`src/rtl/multicycle_sequencer.sv`:
```
// multicycle_sequencer
//   Moore sequencer for the shared-memory multicycle datapath. One micro-step
//   per state: fetch, decode, execute / memory address, memory access,
//   writeback. Control outputs decode from the state register and the opcode
//   latched in DECODE. The exceptions are the FETCH load enables, which follow
//   memReady, and the DECODE illegal pulse, which follows the live opcode.
//
//   Optional feature (macro SEQ_MEM_TIMEOUT_EN): a memory wait watchdog. After
//   TIMEOUT cycles without memReady in FETCH/MEMREAD/MEMWRITE it abandons the
//   access, sets the sticky timeoutErr flag and restarts at FETCH.
//
//   Ports
//     clock, resetN        rising-edge clock, asynchronous active-low reset
//     opcode[5:0]          ins[31:26] from the instruction register
//     memReady             memory finished the current access this cycle
//     PCWrite .. ALUControl datapath control strobes and mux selects
//     illegal              one-cycle pulse in DECODE for an unknown opcode
//     timeoutErr           sticky memory timeout (0 without the feature)
//     state[3:0]           current state, for debug
module multicycle_sequencer #(
  parameter int TIMEOUT = 15,
  parameter int CW      = 4
) (
  input  logic       clock,
  input  logic       resetN,
  input  logic [5:0] opcode,
  input  logic       memReady,
  output logic       PCWrite,
  output logic       IRWrite,
  output logic       IorD,
  output logic       memRead,
  output logic       memWrite,
  output logic       regWriteEnable,
  output logic       regDst,
  output logic       memToReg,
  output logic       linkWrite,
  output logic       branchEnable,
  output logic       ALUSrcA,
  output logic [1:0] ALUSrcB,
  output logic [1:0] PCSrc,
  output logic [4:0] ALUControl,
  output logic       illegal,
  output logic       timeoutErr,
  output logic [3:0] state
);

  // The counter must be able to hold TIMEOUT.
  if ((2 ** CW) <= TIMEOUT) begin : g_cw_chk
    $error("multicycle_sequencer: CW too narrow for TIMEOUT");
  end

  localparam logic [5:0] OP_AND  = 6'b100000;
  localparam logic [5:0] OP_NOR  = 6'b100110;
  localparam logic [5:0] OP_NOT  = 6'b000100;
  localparam logic [5:0] OP_ROLV = 6'b000000;
  localparam logic [5:0] OP_RORV = 6'b000010;
  localparam logic [5:0] OP_NORI = 6'b001110;
  localparam logic [5:0] OP_LW   = 6'b100011;
  localparam logic [5:0] OP_SW   = 6'b101011;
  localparam logic [5:0] OP_BLEU = 6'b010000;
  localparam logic [5:0] OP_JR   = 6'b001000;
  localparam logic [5:0] OP_JAL  = 6'b000011;

  typedef enum logic [3:0] {
    S_IDLE     = 4'd0,
    S_FETCH    = 4'd1,
    S_DECODE   = 4'd2,
    S_MEMADDR  = 4'd3,
    S_MEMREAD  = 4'd4,
    S_MEMWRITE = 4'd5,
    S_MEMWB    = 4'd6,
    S_EXEC     = 4'd7,
    S_ALUWB    = 4'd8,
    S_BRANCH   = 4'd9,
    S_JUMP     = 4'd10
  } state_t;

  function automatic logic f_rtype(input logic [5:0] op);
    return (op == OP_AND) || (op == OP_NOR) || (op == OP_NOT) ||
           (op == OP_ROLV) || (op == OP_RORV);
  endfunction

  function automatic logic f_legal(input logic [5:0] op);
    return f_rtype(op) || (op == OP_NORI) || (op == OP_LW) || (op == OP_SW) ||
           (op == OP_BLEU) || (op == OP_JR) || (op == OP_JAL);
  endfunction

  state_t     r_state;
  logic [5:0] r_op;
  logic       w_wait;   // sitting in a memory state without memReady
  logic       w_tmo;    // watchdog fires this cycle

  assign w_wait = ((r_state == S_FETCH) || (r_state == S_MEMREAD) ||
                   (r_state == S_MEMWRITE)) && !memReady;

`ifdef SEQ_MEM_TIMEOUT_EN
  logic [CW-1:0] r_cnt;
  logic          r_tmo;

  // r_cnt counts wait cycles already spent; the TIMEOUT-th low cycle fires.
  // memReady in that cycle clears w_wait, so a late response still wins.
  assign w_tmo      = w_wait && (r_cnt == CW'(TIMEOUT - 1));
  assign timeoutErr = r_tmo;

  always_ff @(posedge clock or negedge resetN) begin
    if (!resetN) begin
      r_cnt <= '0;
      r_tmo <= 1'b0;
    end else begin
      // Any non-waiting cycle (including the one before entry) clears it.
      r_cnt <= (w_wait && !w_tmo) ? r_cnt + 1'b1 : '0;
      r_tmo <= r_tmo | w_tmo;
    end
  end
`else
  assign w_tmo      = 1'b0;
  assign timeoutErr = 1'b0;
`endif

  always_ff @(posedge clock or negedge resetN) begin
    if (!resetN) begin
      r_state <= S_IDLE;
      r_op    <= '0;
    end else begin
      case (r_state)
        S_IDLE:   r_state <= S_FETCH;
        S_FETCH:  if (memReady) r_state <= S_DECODE;
        S_DECODE: begin
          r_op <= opcode;
          if ((opcode == OP_LW) || (opcode == OP_SW))          r_state <= S_MEMADDR;
          else if (f_rtype(opcode) || (opcode == OP_NORI))     r_state <= S_EXEC;
          else if (opcode == OP_BLEU)                          r_state <= S_BRANCH;
          else if ((opcode == OP_JR) || (opcode == OP_JAL))    r_state <= S_JUMP;
          else                                                 r_state <= S_FETCH;
        end
        // Only lw/sw reach MEMADDR.
        S_MEMADDR:  r_state <= (r_op == OP_LW) ? S_MEMREAD : S_MEMWRITE;
        S_MEMREAD:  if (memReady) r_state <= S_MEMWB;
                    else if (w_tmo) r_state <= S_FETCH;
        S_MEMWRITE: if (memReady || w_tmo) r_state <= S_FETCH;
        S_EXEC:     r_state <= S_ALUWB;
        S_MEMWB, S_ALUWB, S_BRANCH, S_JUMP: r_state <= S_FETCH;
        default:    r_state <= S_IDLE;
      endcase
    end
  end

  always_comb begin
    PCWrite        = 1'b0;
    IRWrite        = 1'b0;
    IorD           = 1'b0;
    memRead        = 1'b0;
    memWrite       = 1'b0;
    regWriteEnable = 1'b0;
    regDst         = 1'b0;
    memToReg       = 1'b0;
    linkWrite      = 1'b0;
    branchEnable   = 1'b0;
    ALUSrcA        = 1'b0;
    ALUSrcB        = 2'b00;
    PCSrc          = 2'b00;
    ALUControl     = 5'b00000;
    illegal        = 1'b0;
    case (r_state)
      S_FETCH: begin
        memRead = 1'b1;
        ALUSrcB = 2'b01;
        IRWrite = memReady;
        PCWrite = memReady;
      end
      S_DECODE: begin
        ALUSrcB = 2'b11;
        illegal = !f_legal(opcode);
      end
      S_MEMADDR: begin
        ALUSrcA = 1'b1;
        ALUSrcB = 2'b10;
      end
      S_MEMREAD: begin
        IorD    = 1'b1;
        memRead = 1'b1;
      end
      S_MEMWRITE: begin
        IorD     = 1'b1;
        memWrite = 1'b1;
      end
      S_MEMWB: begin
        regWriteEnable = 1'b1;
        memToReg       = 1'b1;
      end
      S_EXEC: begin
        ALUSrcA    = 1'b1;
        ALUSrcB    = (r_op == OP_NORI) ? 2'b10 : 2'b00;
        ALUControl = r_op[5:1];
      end
      S_ALUWB: begin
        regWriteEnable = 1'b1;
        regDst         = f_rtype(r_op);
        ALUControl     = r_op[5:1];
      end
      S_BRANCH: begin
        ALUSrcA      = 1'b1;
        branchEnable = 1'b1;
        PCSrc        = 2'b01;
        ALUControl   = 5'b01000;
      end
      S_JUMP: begin
        PCWrite        = 1'b1;
        PCSrc          = (r_op == OP_JAL) ? 2'b10 : 2'b11;
        regWriteEnable = (r_op == OP_JAL);
        linkWrite      = (r_op == OP_JAL);
      end
      default: ;
    endcase
  end

  assign state = r_state;

endmodule

```
`config.mk`:
```
export PLATFORM = sky130hd
export DESIGN_NAME = multicycle_sequencer
export DESIGN_NICKNAME = d
export VERILOG_FILES = /design/src/rtl/multicycle_sequencer.sv
export SDC_FILE = /design/constraint.sdc
export NUM_CORES = 1
export LEC_CHECK = 0
export CAP_MARGIN = 5
export CORE_ASPECT_RATIO = 0.75
export CORE_UTILIZATION = 47
export DETAILED_ROUTE_END_ITERATION = 7
export HOLD_SLACK_MARGIN = 0.06
export PLACE_DENSITY = 0.82
export SLEW_MARGIN = 20
export SYNTH_ARGS = -nofsm -noshare
export SYNTH_HDL_FRONTEND = slang
export SYNTH_SLANG_ARGS = --single-unit
```
`constraint.sdc`:
```
create_clock -name clock -period 3 [get_ports clock]
set_input_delay 0.6 -clock clock [delete_from_list [all_inputs] [get_ports clock]]
set_output_delay 0.6 -clock clock [all_outputs]
set_load 0.02 [all_outputs]
```
==> Implementation_results.wiki <==
{| class="wikitable"
! Metric !! Value
|-
| Flip-flop and latch count after synthesis || 10
|-
| Wire per inst || 13.9 microns
|-
| Kind of capture point of the worst setup path || output port
|-
| Number of enable-type register cells in the synthesized netlist || 0
|-
| Worst ir drop on vdd || 782 uV
|-
| Detailed-router iteration count before antenna repair || 4
|-
| Most instantiated flip-flop cell in the synthesis netlist || dfrtp_1
|-
| Post-synthesis average cell area || 8.48 sq um
|-
| Power per cell area || 868 mW/mm^2
|-
| RSZ-0062 raised after global routing || no
|-
| Input/output buffers || 33
|-
| Final Instance Count excl. Fillers || 174
|-
| Startpoint of the worst hold path || r_op[3]
|-
| Multi-input gate area || 633 sq um
|-
| Share of async-settable or async-resettable flops after synthesis || 100%
|-
| Met2 wire len || 1.14 mm
|-
| Footprint of the flip-flops and latches || 250 sq um
|-
| Boundary Pins || 35
|-
| Worst flop-to-flop path startpoint || state[0]
|-
| Min Tclk post-route || 2.75 ns
|-
| Number of pins exceeding their max-slew limit in the final report || 0
|-
| Cell count of the worst hold path || 1
|-
| Met3 wirelength from detailed routing || 103 microns
|-
| Final worst hold slack || 0.583 ns
|-
| Pin count of the biggest net entering global routing || 14
|-
| Number of nets at the end of the flow || 162
|-
| Worst-case hold path end point || r_op[3]
|-
| CTS tree || built
|-
| Buffers from clock root to sink, at most || 2
|-
| Number of hold buffers added after cts || 0
|-
| Routed Antenna Nets || 0
|-
| # placed instances || 170
|-
| Aggregate global-route resource usage || 24.4%
|-
| Share of layout cells above drive strength 1 || 19.7%
|-
| Number of clock buffers inserted by TritonCTS || 3
|-
| Worst R2R End || r_op[1]
|-
| Path type of the worst min-delay path || flip-flop to flip-flop
|-
| Clock Skews || 0.00217 ns
|-
| Slack of the worst reg-to-reg path || 1.44 ns
|-
| Sequential element share of the synthesized area || 26.1%
|-
| Die area || 0.00223 sq mm
|-
| Syn Nets || 122
|-
| Effective utilization at floorplan || 52.6%
|-
| Via total after detailed routing || 967
|-
| Post-route met1 wirelength || 1.16 mm
|-
| Max Cap Violations || 0
|-
| Root buffer selected by CTS || clkbuf_4
|-
| Relative area change from synthesis to final layout || 43.0%
|-
| Final Cycle Share || 91.6%
|-
| Detailed Route WL || 2.43 mm
|-
| Final TNS setup || 0 ns
|-
| Clk slew on worst S/H paths || 0.06 ns
|-
| Global route total overflow || 0
|-
| Final-report hold violation count || 0
|-
| Number of vias per cell after detailed routing || 5.56
|-
| Launch point of the worst path || opcode[4]
|-
| Worst path arrival time || 2.15 ns
|-
| Clock latency reported for the late side of the worst-skew pair || 0.26 ns
|-
| Setup slack of the critical path after layout || 0.251 ns
|-
| First-pass GRT wire length || 3.71 mm
|-
| Required time at the endpoint of the critical path || 2.40 ns
|-
| Instance count of the mapped netlist || 113
|-
| Outcome || finished, final reports clean
|-
| Synth Cell Area || 958 sq um
|-
| DRC errors left || 0
|-
| Area of the core || 0.00182 sq mm
|-
| Fill count || 147
|-
| Element type at the critical path start || input pin
|-
| Number of global-route vias before repair || 820
|-
| Die boundary height || 41.1 microns
|-
| Row Count || 13
|-
| Depth of the worst register-to-register path || 4
|-
| H-tree levels || 1
|-
| Number of antenna repair diodes || 0
|-
| Worst setup path category || input pin to output port
|-
| Setup WS pre-CTS || -0.0211 ns
|-
| Number of failing setup endpoints in the final timing report || 0
|-
| Pleak || 0.532 nW
|-
| Count of unique library cells instantiated by Yosys || 43
|-
| Gpl congestion || 0.824
|-
| Number of DRC markers in iteration 0 || 11
|-
| Worst-path maximum fanout || 5
|-
| Die width || 54.1 microns
|-
| Highest signal layer in the routed design || met4
|-
| Maximum clock frequency || 364 MHz
|-
| TritonCTS Sinks || 10
|-
| Count of warnings emitted by yosys || 0
|-
| Number of antenna violations at the first check in global routing || 0
|-
| Sum of net half-perimeters after detailed placement || 1.90 mm
|}
==> how the worst max path moves through the flow <==
| stage | to | slack [ns] | cells after the start |
|---|---|---|---|
| detailed placement | illegal | -0.02 | 6 |
| floorplan | illegal | 0.77 | 5 |
| global placement | illegal | 0.04 | 6 |
| finish | illegal | 0.25 | 6 |
| global route | regWriteEnable | 0.12 | 5 |
| CTS | illegal | 0.25 | 6 |
==> final cells by class <==
class | count | area share [%]
clock buffer | 4 | 2.65
timing repair buffer | 45 | 30.6
multi-input combinational | 92 | 46.2
sequential | 10 | 18.3
inverter | 1 | 0.274
tap | 22 | 2.01
==> stage by stage <==
stage	util, %	area (sq um)	power, W
after CTS	75.2	1370	0.00119
after global routing	75.2	1370	0.00127
final	75.2	1370	0.00119
after detailed placement	73.0	1330	0.00107
after floorplan	-	958	0.000795
after global placement	73.0	1330	0.00105
==> placed cells by master (no fill, tap or decap), drive strengths merged, types with 3 or more instances in the layout <==
master,n
clkbuf,4
nor2b,5
nand3,3
nor2,15
dfrtp,10
a21oi,5
buf,12
o21ai,5
xnor2,3
o21a,3
clkdlybuf4s50,32
nand2,8
nor3,7
a21boi,3
nand2b,3
mux2,6
==> kinds of logic after synthesis <==
logic type,synth area share [%]
AO/OA/AOI/OAI,22.8
flip-flops,26.1
AND/OR/NAND/NOR,30.7
XOR/XNOR,4.57
buffers and inverters,8.35
multiplexers,7.05
other,0.391
==> synthesized netlist by cell type (2+ instances only) <==
| cell | instances | area [sq um] |
|---|---|---|
| a211oi_1 | 2 | 15.0 |
| a21boi_0 | 3 | 22.5 |
| a21oi_1 | 5 | 25.0 |
| buf_2 | 4 | 20.0 |
| buf_4 | 2 | 15.0 |
| buf_6 | 3 | 33.8 |
| dfrtp_1 | 10 | 250 |
| mux2_2 | 6 | 67.6 |
| nand2_1 | 8 | 30.0 |
| nand2b_1 | 2 | 12.5 |
| nand3_1 | 3 | 15.0 |
| nor2_1 | 15 | 56.3 |
| nor2b_1 | 5 | 31.3 |
| nor3_1 | 6 | 30.0 |
| nor3b_1 | 2 | 15.0 |
| o21a_1 | 3 | 22.5 |
| o21ai_0 | 5 | 25.0 |
| xnor2_1 | 3 | 26.3 |
| xor2_1 | 2 | 17.5 |
==> power by group <==
| part | internal [W] | total [W] | switching (W) |
|---|---|---|---|
| registers | 0.000198 | 0.000306 | 0.000108 |
| clock network | 0.0000736 | 0.000119 | 0.0000456 |
| logic | 0.000383 | 0.000765 | 0.000382 |
| total | 0.000654 | 0.00119 | 0.000536 |
==> flip-flops by register name (all words and copies together) (netlist names) <==
signal and count:
state 4, r_op 6
==> critical path: stages <==
cell,delay [ns]
clkdlybuf4s50_1,0.59
xnor2_1,0.16
nor3_1,0.06
o21a_1,0.21
nor3_1,0.16
dlygate4sd2_1,0.35
==> repair_timing <==
action / in CTS / in global routing
endpoints found under the setup margin: 1 / 0
buffers inserted: 0 / 0
resized for setup: 2 / 0
==> metal layers <==
layer	track usage (%)	vias up
met5	0	-
met2	40.9	32
met1	31.9	446
li1	-	485
met3	2.96	4
met4	10.9	0
No activity file was read; power rests on OpenSTA's default activity.
